$ cat config.mk
export PLATFORM = sky130hd
export DESIGN_NAME = uart_rx
export DESIGN_NICKNAME = d
export VERILOG_FILES = /design/src/rtl/uart_rx.sv
export SDC_FILE = /design/constraint.sdc
export NUM_CORES = 1
export LEC_CHECK = 0
export ABC_AREA = 1
export ABC_CLOCK_PERIOD_IN_PS = 2900
export CAP_MARGIN = 20
export CORE_ASPECT_RATIO = 1.5
export CORE_MARGIN = 8
export CORE_UTILIZATION = 50
export DETAILED_ROUTE_END_ITERATION = 8
export PLACE_DENSITY = 0.79
export SLEW_MARGIN = 15
export SYNTH_ARGS = -nofsm -noshare
export SYNTH_HDL_FRONTEND = slang
export SYNTH_SLANG_ARGS = --single-unit
$ cat constraint.sdc
create_clock -name clk -period 2.9 [get_ports clk]
set_input_delay 0.58 -clock clk [delete_from_list [all_inputs] [get_ports clk]]
set_output_delay 0.58 -clock clk [all_outputs]
set_load 0.1 [all_outputs]
$ cat src/rtl/uart_rx.sv
// 8-bit UART receiver: 2-flop synchronizer, mid-bit sampling, registered one-clk result pulses.
// Optional even-parity bit is compiled in with macro UART_RX_PARITY_EN.
module uart_rx #(
  parameter int unsigned CLK_FREQ = 100000000,
  parameter int unsigned BAUD     = 115200
) (
  input  logic       clk,
  input  logic       rst,
  input  logic       rx,
  output logic [7:0] data,
  output logic       valid,
  output logic       frame_err,
  output logic       parity_err
);

  localparam int unsigned BIT_CYC = CLK_FREQ / BAUD;
  localparam logic [15:0] MID_CNT = 16'(BIT_CYC / 2 - 1);
  localparam logic [15:0] END_CNT = 16'(BIT_CYC - 1);

  typedef enum logic [2:0] {
    IDLE,
    START,
    DATA,
`ifdef UART_RX_PARITY_EN
    PARITY,
`endif
    STOP
  } state_t;

  state_t      state_q, state_d;
  logic [15:0] cnt_q, cnt_d;
  logic [2:0]  bit_q, bit_d;
  logic [7:0]  shreg_q, shreg_d;
  logic [7:0]  data_d;
  logic        valid_d, ferr_d;
  logic        rx_meta, rx_s, rx_prev;

  // Synchronizer plus one delayed copy for falling-edge detection in IDLE
  always_ff @(posedge clk or posedge rst) begin
    if (rst) begin
      rx_meta <= 1'b1;
      rx_s    <= 1'b1;
      rx_prev <= 1'b1;
    end else begin
      rx_meta <= rx;
      rx_s    <= rx_meta;
      rx_prev <= rx_s;
    end
  end

`ifdef UART_RX_PARITY_EN
  logic pflag_q, pflag_d;
  logic perr_q, perr_d;
  assign parity_err = perr_q;
`else
  assign parity_err = 1'b0;
`endif

  always_ff @(posedge clk or posedge rst) begin
    if (rst) begin
      state_q   <= IDLE;
      cnt_q     <= 16'd0;
      bit_q     <= 3'd0;
      shreg_q   <= 8'h00;
      data      <= 8'h00;
      valid     <= 1'b0;
      frame_err <= 1'b0;
`ifdef UART_RX_PARITY_EN
      pflag_q   <= 1'b0;
      perr_q    <= 1'b0;
`endif
    end else begin
      state_q   <= state_d;
      cnt_q     <= cnt_d;
      bit_q     <= bit_d;
      shreg_q   <= shreg_d;
      data      <= data_d;
      valid     <= valid_d;
      frame_err <= ferr_d;
`ifdef UART_RX_PARITY_EN
      pflag_q   <= pflag_d;
      perr_q    <= perr_d;
`endif
    end
  end

  // Next state and next values of all registered outputs
  always_comb begin
    state_d = state_q;
    cnt_d   = cnt_q + 16'd1;
    bit_d   = bit_q;
    shreg_d = shreg_q;
    data_d  = data;
    valid_d = 1'b0;
    ferr_d  = 1'b0;
`ifdef UART_RX_PARITY_EN
    pflag_d = pflag_q;
    perr_d  = 1'b0;
`endif
    case (state_q)
      IDLE: begin
        cnt_d = 16'd0;
        // Requiring rx_prev high keeps a line stuck low after a frame error from restarting
        if (rx_prev && !rx_s) state_d = START;
      end
      START: begin
        if (cnt_q == MID_CNT) begin
          cnt_d = 16'd0;
          bit_d = 3'd0;
          state_d = rx_s ? IDLE : DATA;
        end
      end
      DATA: begin
        if (cnt_q == END_CNT) begin
          cnt_d   = 16'd0;
          shreg_d = {rx_s, shreg_q[7:1]};
          bit_d   = bit_q + 3'd1;
          if (bit_q == 3'd7) begin
`ifdef UART_RX_PARITY_EN
            state_d = PARITY;
`else
            state_d = STOP;
`endif
          end
        end
      end
`ifdef UART_RX_PARITY_EN
      PARITY: begin
        if (cnt_q == END_CNT) begin
          cnt_d = 16'd0;
          if (rx_s != ^shreg_q) pflag_d = 1'b1;
          state_d = STOP;
        end
      end
`endif
      STOP: begin
        // Leave at the stop-bit centre so a back-to-back start bit is not missed
        if (cnt_q == END_CNT) begin
          cnt_d   = 16'd0;
          state_d = IDLE;
          if (!rx_s) begin
            ferr_d = 1'b1;
`ifdef UART_RX_PARITY_EN
            pflag_d = 1'b0;
          end else if (pflag_q) begin
            perr_d  = 1'b1;
            pflag_d = 1'b0;
`endif
          end else begin
            data_d  = shreg_q;
            valid_d = 1'b1;
          end
        end
      end
      default: state_d = IDLE;
    endcase
  end

endmodule

# Yosys cells after proc, flatten, opt, wreduce, memory -nomap -nowiden
# Index checks and enable logic that the tools add are counted.
word_totals:
  latchBits: 0
  reg_bits: 43
  mem_bits_rw: 0
  output_inout_bits: 11
  mem_count: 0
  inputBits: 3
  romBits: 0
classes:
  bitwise_logic: 0
  n_div: 0
  n_eq_ne: 11
  shift: 0
  add_sub_neg: 2
  muxes: 19
  multipliers: 0
  magnitude_cmp: 0
  reduce_logical: 9
ops:
  columns: ["operator", "n"]
  rows:
  - ["$pmux 16 s3", 1]
  - ["$mux 16", 2]
  - ["$mux 3", 7]
  - ["$add 16x1->16 const B", 1]
  - ["$eq 16x10->1 const B", 1]
  - ["$eq 16x9->1 const B", 1]
  - ["$pmux 3 s4", 1]
  - ["$ne 2x2->1 const B", 5]
  - ["$eq 3x2->1 const B", 2]
  - ["$mux 1", 6]
  - ["$pmux 3 s2", 1]
  - ["$reduce_and 3->1", 2]
  - ["$reduce_and 5->1", 1]
  - ["$add 3x1->3 const B", 1]
  - ["$eq 3x1->1 const B", 1]
  - ["$eq 3x3->1 const B", 1]
  - ["$logic_not 3->1", 1]
  - ["$mux 2", 1]
  - ["$reduce_and 2->1", 1]
  - ["$reduce_bool 2->1", 1]
  - ["$reduce_or 2->1", 1]
  - ["$logic_and 1x1->1", 1]
  - ["$logic_not 1->1", 1]

# Logic depth before layout (Yosys ltp)
# Gate-level depths: netlist of the first run.
logic_depth:
  ltp_word: 4
  mapped_depth: 9
  mapped_depth_nobuf: 9

# Worst setup path before layout of the first run
# No wires, ideal clock.
synth_path:
  path_kind: "register -> output"
  start: "reg data[0]"
  end: "out data[0]"
  path_stages_with_launch: 1
  slack_ns: 1.422
  t_arrival_ns: 0.898
  path_cell_list: "dfrtp_1"
synth_rtl:
  columns: ["item", "line_no", "source"]
  rows:
  - ["start, declared", "10", "output logic [7:0] data,"]
  - ["start signal, assigned", "77", "data <= data_d;"]
# No word-level cell between the ends.

# Worst setup path after layout of the first run
layout_path:
  start: "reg cnt_q[0]"
  end: "reg cnt_q[0]"
layout_between:
  elab_chain_cells: 3
layout_rtl:
  columns: ["item", "line_no", "source"]
  rows:
  - ["start, declared", "31", "logic [15:0] cnt_q, cnt_d;"]
  - ["start signal, assigned", "74", "cnt_q <= cnt_d;"]
  - ["$add 16x1->16 (tied with other cells)", "90", "cnt_d = cnt_q + 16'd1;"]
  - ["$mux 16 (on tied branches)", "114, 138, 107", null]
  - ["$pmux 16 s3 *", "100", "case (state_q)"]
  - ["via cnt_d[0]", "31", null]
# The timed path passes the listed nets; every way through them passes the cells marked *.
# A chain may end at the register's enable or synchronous reset.

==> flow_summary.toml, run 1 <==
[status]
run_status = "finished clean"

[critical_path]
path_depth = 8
worstSetupPathType = "reg2reg"
number_of_cell_instances_on_the_worst_register_to_register_path = 8
r2r_slack_ps = 1350
cp_slowest_cell = "sky130_fd_sc_hd__dfrtp_1"
regToRegEndpoint = "cnt_q[0]$_DFF_PP0_"
setup.worst_path.end = "cnt_q[0]$_DFF_PP0_"
path_common_cell = "sky130_fd_sc_hd__nand2_4"
wp_data_arrival_ps = 1720
critical_path_required_ps = 3070
cp-end-kind = "flip-flop"
timing.critical_path.from = "cnt_q[0]$_DFF_PP0_"
critical-path-top-delay-family = "simple AND/OR/NAND/NOR gates"
cp_max_fo = 10
worstSetupStartpointType = "flip-flop"
worstPathBufferInverterCount = 1
crit_chain = "ha_1 > nand3_2 > nor2_4 > nand2_4 > nand2_2 > nand2_4 > inv_4 > nor2_1"
crit_path_max_incr_delay_ps = 410
worstReg2RegStart = "cnt_q[0]$_DFF_PP0_"

[timing]
timing.final.crit_share = 0.533
final_hold_violation_count = 0
final_hold_slack_ps = 361
max-slew-margin-rel = 0.661
timing_max_transition_violations_final = 0
rsz_0062_raised_after_global_routing = "false"
tightest_slew_ps = 509
fin_setup_tns_ps = 0
max_freq_mhz = 647
skew_ps = 6.60
timing.final.setup_violations = 0
min_period_ps = 1550

[routing]
ant_nets = 0
routed-via-count = 1568
drc = 0
avgRoutedWirePerCell_um = 12.4
initialDrtViolationCount = 45
drt-pass1-iter-count = 4
routed_via_density = 5.07
wirelength_um = 3840

[global_route]
grt_usage = 0.122
grt_start_max_net_pins = 43
antenna_found_initial = 0
first_global_vias = 1611
grt-ovfl-total = 0
grt_first_pass_wirelength_um = 6750

[clocking]
cts-buffers-inserted = 5
clock_sinks = 42
clockRootBuffer = "sky130_fd_sc_hd__clkbuf_8"
cts_tree = "yes"
cts_hold_repair_buffers = 0
cts.repair_timing.setup_buffer_count = 0
latest_clock_arrival_within_the_worst_skew_pair_ps = 290
cts-root-to-sink-buffers = 2
cts_htree_levels = 2
clkSlewWorstSetupHoldPaths_ps = 70
post_cts_resize_count = 0

[power]
irDropWorstVdd_uv = 440
cellPowerDensity_nw_per_um2 = 523
report.power.total_w = 0.00122
power_leakage_nw = 1.10

[floorplanning]
die-height_um = 95.7
row_count = 29
start_util = 0.512
core_region_area_um2 = 4140
die_area_um2 = 6620
ios = 14
die_w_um = 69.1

[yosys]
synth-warning-count = 0
synth.ff_latch_count = 42
synth_xor_area_frac = 0.0248
muxShareOfSynthArea = 0
synth_sequential_area_ratio = 0.498
synthesized_area_fraction_occupied_by_ao_oa_aoi_and_oai_cells = 0.0579
synth_top_family_by_area = "simple AND/OR/NAND/NOR gates"
post_synth_fa_ha_maj_area_fraction = 0.0236
yosysUniqueCellTypes = 32
netlist_instances = 247
mappedNetlistArea_um2 = 2120
synthSimpleGateAreaFrac = 0.325
post_synthesis_net_count = 254
synthesis.area_per_instance_um2 = 8.57

[layout]
layout.filler_cells = 394
multi_input_area_um2 = 917
final_core_utilization = 0.564
num-nets-final = 269
syn_to_final_growth_pct = 10.3
layout-drive-gt1-share = 0.183
layout_common_cells = "sky130_fd_sc_hd__nand2_1 (58), sky130_fd_sc_hd__dfrtp_1 (39), sky130_fd_sc_hd__nor2_1 (34), sky130_fd_sc_hd__inv_1 (26), sky130_fd_sc_hd__nand3_1 (12)"
diodes = 0
layout_commonest_cell = "sky130_fd_sc_hd__nand2_1"
layout.area.seq_um2 = 1050

[placement]
place.detailed.hpwl_um = 2860
gp_routability_congestion = 0.932
port-buffer-count = 12

[job]
timing.max_cap.violations = 0

[hold_path]
worstHoldPathType = "reg2reg"
whs_path_depth = 0
-- per-stage QoR --
| step | instances | cell area (µm²) | setup WS (ps) |
|---|---|---|---|
| final | 309 | 2330 | 1350 |
| after global routing | 309 | 2330 | 1220 |
| after CTS | 309 | 2330 | 1340 |
| after detailed placement | 301 | 2240 | 1350 |
| after global placement | 301 | 2240 | 1380 |
| after floorplan | 247 | 2120 | 1350 |
-- worst min-delay path by stage --
stage | from | to
6_report | rx_meta$_DFF_PP1_ | rx_s$_DFF_PP1_
5_1_grt | rx_meta$_DFF_PP1_ | rx_s$_DFF_PP1_
4_1_cts | rx_meta$_DFF_PP1_ | rx_s$_DFF_PP1_
3_5_place_dp | rx_meta$_DFF_PP1_ | rx_s$_DFF_PP1_
3_3_place_gp | rx_meta$_DFF_PP1_ | rx_s$_DFF_PP1_
2_1_floorplan | rx_meta$_DFF_PP1_ | rx_s$_DFF_PP1_
-- synth_stat cells --
cell | n | area (µm²)
sky130_fd_sc_hd__a21oi_1 | 2 | 10.0
sky130_fd_sc_hd__buf_2 | 3 | 15.0
sky130_fd_sc_hd__buf_4 | 1 | 7.51
sky130_fd_sc_hd__buf_8 | 1 | 15.0
sky130_fd_sc_hd__conb_1 | 1 | 3.75
sky130_fd_sc_hd__dfrtp_1 | 39 | 976
sky130_fd_sc_hd__dfstp_2 | 3 | 78.8
sky130_fd_sc_hd__ha_1 | 4 | 50.1
sky130_fd_sc_hd__inv_1 | 26 | 97.6
sky130_fd_sc_hd__inv_2 | 1 | 3.75
sky130_fd_sc_hd__inv_4 | 1 | 6.26
sky130_fd_sc_hd__nand2_1 | 58 | 218
sky130_fd_sc_hd__nand2_2 | 7 | 43.8
sky130_fd_sc_hd__nand2_4 | 2 | 22.5
sky130_fd_sc_hd__nand3_1 | 12 | 60.1
sky130_fd_sc_hd__nand3_2 | 2 | 20.0
sky130_fd_sc_hd__nand3_4 | 1 | 17.5
sky130_fd_sc_hd__nand3b_1 | 2 | 15.0
sky130_fd_sc_hd__nand4_1 | 7 | 43.8
sky130_fd_sc_hd__nor2_1 | 34 | 128
sky130_fd_sc_hd__nor2_2 | 3 | 18.8
sky130_fd_sc_hd__nor2_4 | 3 | 33.8
sky130_fd_sc_hd__nor2_8 | 1 | 20.0
sky130_fd_sc_hd__nor3_1 | 5 | 25.0
sky130_fd_sc_hd__nor3_2 | 1 | 10.0
sky130_fd_sc_hd__o211a_1 | 1 | 10.0
sky130_fd_sc_hd__o21ai_0 | 6 | 30.0
sky130_fd_sc_hd__o21ai_1 | 8 | 40.0
sky130_fd_sc_hd__o21ai_2 | 2 | 17.5
sky130_fd_sc_hd__o21bai_1 | 2 | 15.0
sky130_fd_sc_hd__or2_2 | 2 | 12.5
sky130_fd_sc_hd__xor2_1 | 6 | 52.6
-- layout make-up --
type	count	share of cell area
flip-flops and latches	42	0.452
multi-input cells	172	0.393
inverters	28	0.0461
repair buffers	13	0.0439
clock buffers	6	0.0354
well taps	46	0.0247
clock inverters	2	0.00536
-- per-layer routing --
metal  up-vias  GRT usage  routed length [µm]
met3         6     0.0227                  80
met4         0     0.0720                  89
met2        22      0.231                2030
met5         -          0                   0
li1        807          -                   -
met1       733      0.123                1640
-- state kept, by name, summed over array words and instances, names as in the netlist, 2 cells and up --
name,flops
state_q,2
bit_q,3
shreg_q,8
cnt_q,16
data,8
-- report_power, final --
group | switching [W] | internal, W
Sequential | 0.0000353 | 0.000611
Clock | 0.000193 | 0.000191
Combinational | 0.000139 | 0.0000509
-- cells by family (layout without fill, tap and decap cells) --
group / after synthesis / in the layout
fa+ha+maj: 4 / 4
compound gates: 21 / 21
other cells: 1 / 1
xor+xnor: 6 / 6
flops: 42 / 42
simple gates: 140 / 140
buf+inv: 33 / 49
(Power assumes the default switching activity.)
==> run 2: changes to the inputs <==
--- a/config.mk
+++ b/config.mk
@@ -6,7 +6,7 @@
 export NUM_CORES = 1
 export LEC_CHECK = 0
 export ABC_AREA = 1
-export ABC_CLOCK_PERIOD_IN_PS = 2900
+export ABC_CLOCK_PERIOD_IN_PS = 1500
 export CAP_MARGIN = 20
 export CORE_ASPECT_RATIO = 1.5
 export CORE_MARGIN = 8
==> constraint.sdc (replaced) <==
create_clock -name clk -period 1.5 [get_ports clk]
set_input_delay 0.3 -clock clk [delete_from_list [all_inputs] [get_ports clk]]
set_output_delay 0.3 -clock clk [all_outputs]
set_load 0.1 [all_outputs]
==> flow_summary.toml, run 2 (synthesized netlist as in run 1, its figures left out) <==
[status]
run_status = "finished clean"

[floorplanning]
row_count = 29
ios = 14
core_region_area_um2 = 4140
start_util = 0.512
die_w_um = 69.1
die-height_um = 95.7
die_area_um2 = 6620

[critical_path]
critical-path-top-delay-family = "simple AND/OR/NAND/NOR gates"
worstSetupPathType = "reg2reg"
cp_max_fo = 7
critical_path_required_ps = 1670
path_common_cell = "sky130_fd_sc_hd__nor2_4"
cp_slowest_cell = "sky130_fd_sc_hd__dfrtp_2"
r2r_slack_ps = 0.7
worstSetupStartpointType = "flip-flop"
crit_path_max_incr_delay_ps = 460
cp-end-kind = "flip-flop"
crit_chain = "nor2_1 > nand2_1 > nor2_4 > nand2_4 > nor2_4 > o21ai_0"
wp_data_arrival_ps = 1670
worstPathBufferInverterCount = 0

[layout]
multi_input_area_um2 = 986
num-nets-final = 287
reg_top3 = "cnt_q: 16 flops, data: 8 flops, shreg_q: 8 flops"
final_core_utilization = 0.649
layout_commonest_cell = "sky130_fd_sc_hd__nand2_1"
syn_to_final_growth_pct = 26.7
registers.top_by_ff_count = "cnt_q"
layout.filler_cells = 320
final-instance-count-excl-fill = 327
layout.area.seq_um2 = 1060
diodes = 0
layout_common_cells = "sky130_fd_sc_hd__nand2_1 (55), sky130_fd_sc_hd__dfrtp_1 (37), sky130_fd_sc_hd__nor2_1 (30), sky130_fd_sc_hd__inv_1 (26), sky130_fd_sc_hd__buf_4 (15)"
layout-drive-gt1-share = 0.274
largest_reg_flops = 16

[routing]
avgRoutedWirePerCell_um = 14.2
ant_nets = 0
routed-via-count = 1722
drc = 0
initialDrtViolationCount = 54
drt-pass1-iter-count = 4
wirelength_um = 4660
routed_via_density = 5.27

[job]
timing.max_cap.violations = 0

[global_route]
grt-ovfl-total = 0
grt_usage = 0.132
antenna_found_initial = 0
first_global_vias = 1669
grt_start_max_net_pins = 43
grt_first_pass_wirelength_um = 7160

[placement]
placed_cells_incl_taps = 310
port-buffer-count = 12
place_worst_setup_slack_ps = -20.8
gp_routability_congestion = 0.899
place.detailed.hpwl_um = 3150

[clocking]
cts-buffers-inserted = 5
clockRootBuffer = "sky130_fd_sc_hd__clkbuf_8"
cts_tree = "yes"
cts_hold_repair_buffers = 0
cts-root-to-sink-buffers = 2
latest_clock_arrival_within_the_worst_skew_pair_ps = 300
clkSlewWorstSetupHoldPaths_ps = 80
clock_sinks = 42
cts_htree_levels = 2

[timing]
min_period_ps = 1500
timing_max_transition_violations_final = 0
final_hold_violation_count = 0
timing.final.setup_violations = 0
timing.final.crit_share = 1.00
setup_ws_ps = 0.670
rsz_0062_raised_after_global_routing = "true"
final_hold_slack_ps = 343
skew_ps = 10.3
max_freq_mhz = 667

[power]
power_leakage_nw = 1.24
irDropWorstVdd_uv = 777
report.power.total_w = 0.00263
cellPowerDensity_nw_per_um2 = 981

[hold_path]
worstHoldPathType = "in2async"
run 2: worst paths after layout:
path / from / endpoint / depth (start not counted)
min reg2reg: rx_meta$_DFF_PP1_ / rx_s$_DFF_PP1_ / 0
max in group asynchronous: rst / rx_meta$_DFF_PP1_ / 3
max: cnt_q[7]$_DFF_PP0_ / shreg_q[6]$_DFFE_PP0P_ / 6
min: rst / valid$_DFF_PP0_ / 3
min in group clk: rx_meta$_DFF_PP1_ / rx_s$_DFF_PP1_ / 0
max reg2reg: cnt_q[7]$_DFF_PP0_ / shreg_q[6]$_DFFE_PP0P_ / 6
run 2: final cells by class:
class / instances / area share
Sequential cell: 42 / 0.394
Multi-Input combinational cell: 173 / 0.368
Timing Repair Buffer: 29 / 0.136
Inverter: 28 / 0.0420
Clock buffer: 5 / 0.0257
Tap cell: 46 / 0.0215
Clock inverter: 3 / 0.00933
Timing Repair inverter: 1 / 0.00420
run 2: where the power goes:
group	internal [W]	leakage, nW	switching [W]
clock network	0.000336	0.0447	0.000417
registers	0.00118	0.570	0.0000661
logic	0.000225	0.621	0.000405
total	0.00174	1.24	0.000888
run 2: layer usage:
metal  up-vias  GRT usage  wire length, µm
met3        14     0.0268              182
met5         -          0                0
met1       824      0.128             1740
li1        843          -                -
met4         0     0.0738              149
met2        41      0.255             2580
run 2: metrics by stage:
stage	instance area [µm²]	setup TNS [ps]
3_5_place_dp	2440	-155
6_report	2680	0
5_1_grt	2680	-1000
4_1_cts	2550	0
3_3_place_gp	2440	0
2_1_floorplan	2120	0
run 2: tightest hold or removal path: cells and delay by family:
| kind | cells | cell delay, ps |
|---|---|---|
| buffers and inverters | 3 | 710 |
run 2: what timing repair did:
action / in CTS / in global routing
setup endpoints to repair: 12 / 24
gates cloned: 0 / 2
pin swaps: 0 / 7
buffers inserted: 1 / 6
gates resized for setup: 2 / 19
